### src/rtl/complex_result_arbiter_pkg.sv
// cmul_defs: shared widths for the complex multiplier result path.
package cmul_defs;
    localparam int NUM_CH         = 4;
    localparam int TAG_W          = 4;
    localparam int DATA_WIDTH_DEF = 8;

    function automatic int res_part_w(input int dw);
        return 2 * dw;
    endfunction

    function automatic int res_w(input int dw);
        return 4 * dw + TAG_W;
    endfunction
endpackage

### src/rtl/complex_result_arbiter_rr.sv
// rr_arbiter_4: four-way round-robin grant starting the search at ptr_i.
module rr_arbiter_4 import cmul_defs::*; (
    input  logic [NUM_CH-1:0] req_i,
    input  logic              en_i,
    input  logic [1:0]        ptr_i,
    output logic [NUM_CH-1:0] grant_o,
    output logic [1:0]        ptr_nxt_o
);
    logic [1:0] idx;

    // Walk the search order backwards so the closest requester to ptr_i wins.
    always_comb begin
        grant_o   = '0;
        ptr_nxt_o = ptr_i;
        idx       = '0;
        for (int k = NUM_CH - 1; k >= 0; k--) begin
            idx = ptr_i + 2'(k);
            if (en_i && req_i[idx]) begin
                grant_o   = NUM_CH'(1) << idx;
                ptr_nxt_o = idx + 2'd1;
            end
        end
    end
endmodule

### src/rtl/complex_result_arbiter.sv
// complex_result_arbiter: round-robin merge of four complex-multiplier result
// streams into one tagged, registered output stream.
module complex_result_arbiter import cmul_defs::*; #(
    parameter int DATA_WIDTH = DATA_WIDTH_DEF
) (
    input  logic                           clk,
    input  logic                           rstn,
    input  logic                           sw_rst_i,
    input  logic [NUM_CH-1:0]              ch_val_i,
    output logic [NUM_CH-1:0]              ch_ready_o,
    input  logic [NUM_CH*4*DATA_WIDTH-1:0] ch_data_i,
    output logic                           res_val_o,
    input  logic                           res_ready_i,
    output logic [4*DATA_WIDTH+TAG_W-1:0]  res_data_o
);
    localparam int RES_PART_W = res_part_w(DATA_WIDTH);
    localparam int RES_W      = res_w(DATA_WIDTH);
    localparam int SLICE_W    = 2 * RES_PART_W;

    logic              res_val_q, res_val_d;
    logic [RES_W-1:0]  res_data_q, res_data_d;
    logic [1:0]        rr_ptr_q, rr_ptr_d, ptr_nxt;
    logic [NUM_CH-1:0] grant;
    logic              load_en;

    assign load_en = ~res_val_q | res_ready_i;

    rr_arbiter_4 u_arb (
        .req_i     (ch_val_i),
        .en_i      (load_en & ~sw_rst_i),
        .ptr_i     (rr_ptr_q),
        .grant_o   (grant),
        .ptr_nxt_o (ptr_nxt)
    );

    // rstn gates only the port so handshakes stop the instant reset asserts.
    assign ch_ready_o = grant & {NUM_CH{rstn}};
    assign res_val_o  = res_val_q;
    assign res_data_o = res_data_q;

    always_comb begin
        res_val_d  = res_val_q & ~res_ready_i;
        res_data_d = res_data_q;
        rr_ptr_d   = rr_ptr_q;
        for (int i = 0; i < NUM_CH; i++) begin
            if (grant[i]) begin
                res_val_d  = 1'b1;
                res_data_d = {grant, ch_data_i[i*SLICE_W +: SLICE_W]};
                rr_ptr_d   = ptr_nxt;
            end
        end
    end

    always_ff @(posedge clk or negedge rstn) begin
        if (!rstn) begin
            res_val_q  <= 1'b0;
            res_data_q <= '0;
            rr_ptr_q   <= '0;
        end else if (sw_rst_i) begin
            res_val_q  <= 1'b0;
            res_data_q <= '0;
            rr_ptr_q   <= '0;
        end else begin
            res_val_q  <= res_val_d;
            res_data_q <= res_data_d;
            rr_ptr_q   <= rr_ptr_d;
        end
    end
endmodule

### config.mk
export PLATFORM = sky130hd
export DESIGN_NAME = complex_result_arbiter
export DESIGN_NICKNAME = d
export VERILOG_FILES = /design/src/rtl/complex_result_arbiter_pkg.sv /design/src/rtl/complex_result_arbiter_rr.sv /design/src/rtl/complex_result_arbiter.sv
export SDC_FILE = /design/constraint.sdc
export NUM_CORES = 1
export LEC_CHECK = 0
export CORE_ASPECT_RATIO = 0.8
export CORE_MARGIN = 1.5
export CORE_UTILIZATION = 35
export DETAILED_ROUTE_END_ITERATION = 7
export GPL_TIMING_DRIVEN = 0
export PLACE_DENSITY_LB_ADDON = 0.15
export SLEW_MARGIN = 15
export SYNTH_ARGS = -nofsm -noshare
export SYNTH_HDL_FRONTEND = slang
export SYNTH_SLANG_ARGS = --single-unit
### constraint.sdc
create_clock -name clk -period 3.7 [get_ports clk]
set_input_delay 0.925 -clock clk [delete_from_list [all_inputs] [get_ports clk]]
set_output_delay 0.925 -clock clk [all_outputs]
set_load 0.1 [all_outputs]
==> reports/qor.yml <==
hold_path:
  min_path_type: "reg2reg"
die:
  floorplan.die.height_um: 85.97
  design.core.area_mm2: 0.008408
  num_rows: 30
  design.die.area_mm2: 0.009174
  die_width_um: 106.7
  pin_count: 177
  initial_utilization_pct: 35.82
routing:
  drt_iter0_markers: 165
  maxUsedRoutingLayer: "met4"
  drtAntennaViolNets: 0
  drc_viols: 0
  routed-wl-met2_um: 5737
  wl_met1_um: 4812
  post_detailed_route_via_to_cell_ratio: 5.426
  dr.pass1.iters: 5
  wl_per_cell_um: 18.01
  vias: 3614
  drt-total-wl_um: 12000
  wl_met3_um: 1077
placed_design:
  dpl_worst_slack_ns: -1.844
  placed_cell_area_mm2: 0.004937
  port_buffers: 176
  dpl.cell_count: 633
  post-dp-hpwl_um: 8353
  place.gp.congestion: 0.8702
worst_setup_path:
  critPathRequiredTime_ns: 2.77
  critical_path_peak_fanout: 7
  start_kind: "input port"
  setup_crit_path_kind: "in2out"
  critPathArrivalTime_ns: 2.75
  critical_path_endpoint_category: "output pin"
pwr:
  share_clk_of_total_power_pct: 7.2
  power.density_cell_area_mw_per_mm2: 975.4
  power_switching_share_pct: 56.08
  power.switching_uw: 2961
  peakVddDrop_mv: 0.6473
  total_leakage_power_uw: 0.002280
  share_comb_of_total_power_pct: 79.8
  p_int_uw: 2319
  power_frac_seq_pct: 13.0
finish:
  finish.cell_count_without_fillers: 666
  finalNetCount: 696
  register_area_um2: 975.9
  final_design_area_no_fill_mm2: 0.005413
  post_route_cells_drive_above_1_share_pct: 16.43
  nFillCells: 747
  antennaDiodeCount: 0
  finalCoreUtilization_pct: 64.38
  area_delta_synth_final_pct: 79.73
  multiInputGateArea_mm2: 0.001942
sta:
  slew_violations: 0
  grt_setup_unrepaired: "true"
  slew_at_the_pin_closest_to_its_max_slew_limit_ns: 1.023
  setup_violations: 0
  final.setup_skew_ns: 0.005741
  hold_violations: 0
  worst_setup_margin_ns: 0.02615
  layout_min_cycle_time_ns: 3.674
  timing.max_slew.rel_slack_pct: 31.58
  timing.final.crit_share_pct: 99.29
  fin_hold_ws_ns: 0.4826
  max_clock_freq_mhz: 272.2
yosys:
  yosys_most_used_dff: "dfrtp_1"
  yosys_warnings: 0
  cell_count_after_synthesis: 344
  yosys_register_bits: 39
  synthesis.area_per_instance_um2: 8.755
  syn-num-nets: 487
  ys_async_sr_fraction_pct: 100.0
  netlist.top_cell.by_area: "dfrtp_1"
  synth_seq_area_share_pct: 32.41
  synth-edff-count: 0
  netlist_top_cells_count: "nor2_1 (69), dfrtp_1 (39), mux2i_1 (37), nand2_1 (36)"
  yosysTopAreaCellShare_pct: 32.41
  syn-cell-area_mm2: 0.003012
  count_leader_synth: "nor2_1"
  synth.area.top_cells: "dfrtp_1 (32%), mux2i_1 (12%), a211o_1 (9.6%)"
  netlist-cell-type-count: 35
cts:
  tritoncts: "built"
  cts.sink_count: 39
  cts_max_level: 2
  max-clock-path-buffers: 2
  cts.hold.buffers_added: 0
  clk_root_buffer_cell: "clkbuf_8"
  clock_input_transition_at_the_sequential_cells_of_the_worst_setup_and_hold_paths_ns: 0.08
  clkLatencyLatePin_ns: 0.31
  numCtsBuffers: 5
grt:
  track_usage_pct: 25.80
  grt_start_max_net_pins: 30
  grt_first_pass_wirelength_um: 18310
  grt_pass1_vias: 3563
  antenna_found_initial: 0
  globalRoute.totalOverflow: 0
outcome:
  status: "finished, final reports clean"
run:
  max_cap_violations: 0
-- logic make-up (layout without fill, tap and decap cells) --
group / count (synthesis) / after routing / synth area share [%]
fa+ha+maj: 7 / 7 / 2.908
mux: 42 / 42 / 15.29
simple gates: 126 / 126 / 17.66
flops: 39 / 39 / 32.41
compound gates: 90 / 90 / 25.43
buf+inv: 40 / 250 / 6.315
-- registers in the layout, indices dropped and copies added (netlist names) --
register    cells
rr_ptr_q        2
res_val_o       1
res_data_o     36
-- per-layer routing --
layer	track usage, %	up-vias
met4	10.67	0
li1	-	1698
met5	0	-
met2	43.65	191
met3	6.915	40
met1	31.17	1685
-- power groups by stage --
| stage | Sequential [µW] | Combinational (µW) | Clock, µW |
|---|---|---|---|
| 2_1_floorplan | 1760 | 1690 | 0 |
| 3_3_place_gp | 691 | 3670 | 0 |
| 3_5_place_dp | 696 | 3710 | 0 |
| 4_1_cts | 686 | 4130 | 382 |
| 5_1_grt | 706 | 4450 | 399 |
| 6_report | 687 | 4210 | 380 |
-- critical path: stages --
cell and delay, ns:
buf_2 0.14, mux4_2 0.59, buf_6 0.17, a21oi_2 0.11, o311ai_2 0.13, a32o_2 0.30, and2_2 0.20, buf_8 0.17
-- path summary, 6_finish.rpt --
kind / start / end / slack (ns) / depth (start not counted)
setup / recovery: ch_val_i[2] / ch_ready_o[2] / 0.03 / 8
setup reg to reg: rr_ptr_q[0]$_DFFE_PN0P_ / rr_ptr_q[1]$_DFFE_PN0P_ / 0.14 / 14
max in group asynchronous: rstn / res_val_o$_DFF_PN0_ / 2.67 / 2
hold reg to reg: res_data_o[33]$_DFFE_PN0P_ / res_data_o[33]$_DFFE_PN0P_ / 0.48 / 1
hold / removal: res_data_o[33]$_DFFE_PN0P_ / res_data_o[33]$_DFFE_PN0P_ / 0.48 / 1
min in group asynchronous: rstn / res_data_o[9]$_DFFE_PN0P_ / 0.53 / 1
-- cell type report --
cell class / count / area share [%]
tap: 112 / 2.589
clock inverter: 3 / 0.8091
sequential: 39 / 18.03
clock buffer: 5 / 1.271
buffer: 30 / 3.444
timing repair buffer: 206 / 37.42
multi-input combinational: 265 / 35.88
inverter: 6 / 0.5548
-- per-stage QoR --
step / setup TNS, ns / power, µW
final: 0 / 5280
after global routing: -0.02676 / 5553
after CTS: -0.03950 / 5193
after detailed placement: -19.82 / 4405
after global placement: -17.81 / 4360
after floorplan: 0 / 3449
-- cells in the final DEF, fill, tap and decap left out, types with 2 or more instances in the layout --
cell type / netlist / final
o211ai_1: 2 / 2
buf_12: 0 / 4
and2_4: 0 / 3
mux2_2: 2 / 2
mux2i_1: 37 / 37
inv_1: 6 / 4
a21o_1: 4 / 4
a21oi_2: 1 / 3
o21ai_0: 3 / 3
nand2_1: 36 / 35
clkinvlp_4: 0 / 2
dfrtp_1: 39 / 39
nand2b_1: 3 / 3
a211o_1: 33 / 33
buf_2: 8 / 8
mux4_2: 3 / 3
a311oi_1: 33 / 33
clkdlybuf4s50_1: 0 / 167
nand4_1: 6 / 6
nor2_1: 69 / 69
buf_6: 3 / 8
o311ai_2: 0 / 3
ha_1: 7 / 6
clkbuf_8: 0 / 5
and2_2: 0 / 2
buf_4: 2 / 30
a32o_2: 0 / 4
clkbuf_1: 21 / 16
-- timing repair --
action / in CTS / in global routing
resized for setup: 85 / 14
endpoints found under the setup margin: 33 / 32
buffers inserted: 29 / 3
pin swaps: 10 / 5
No activity file was read; power rests on OpenSTA's default activity.
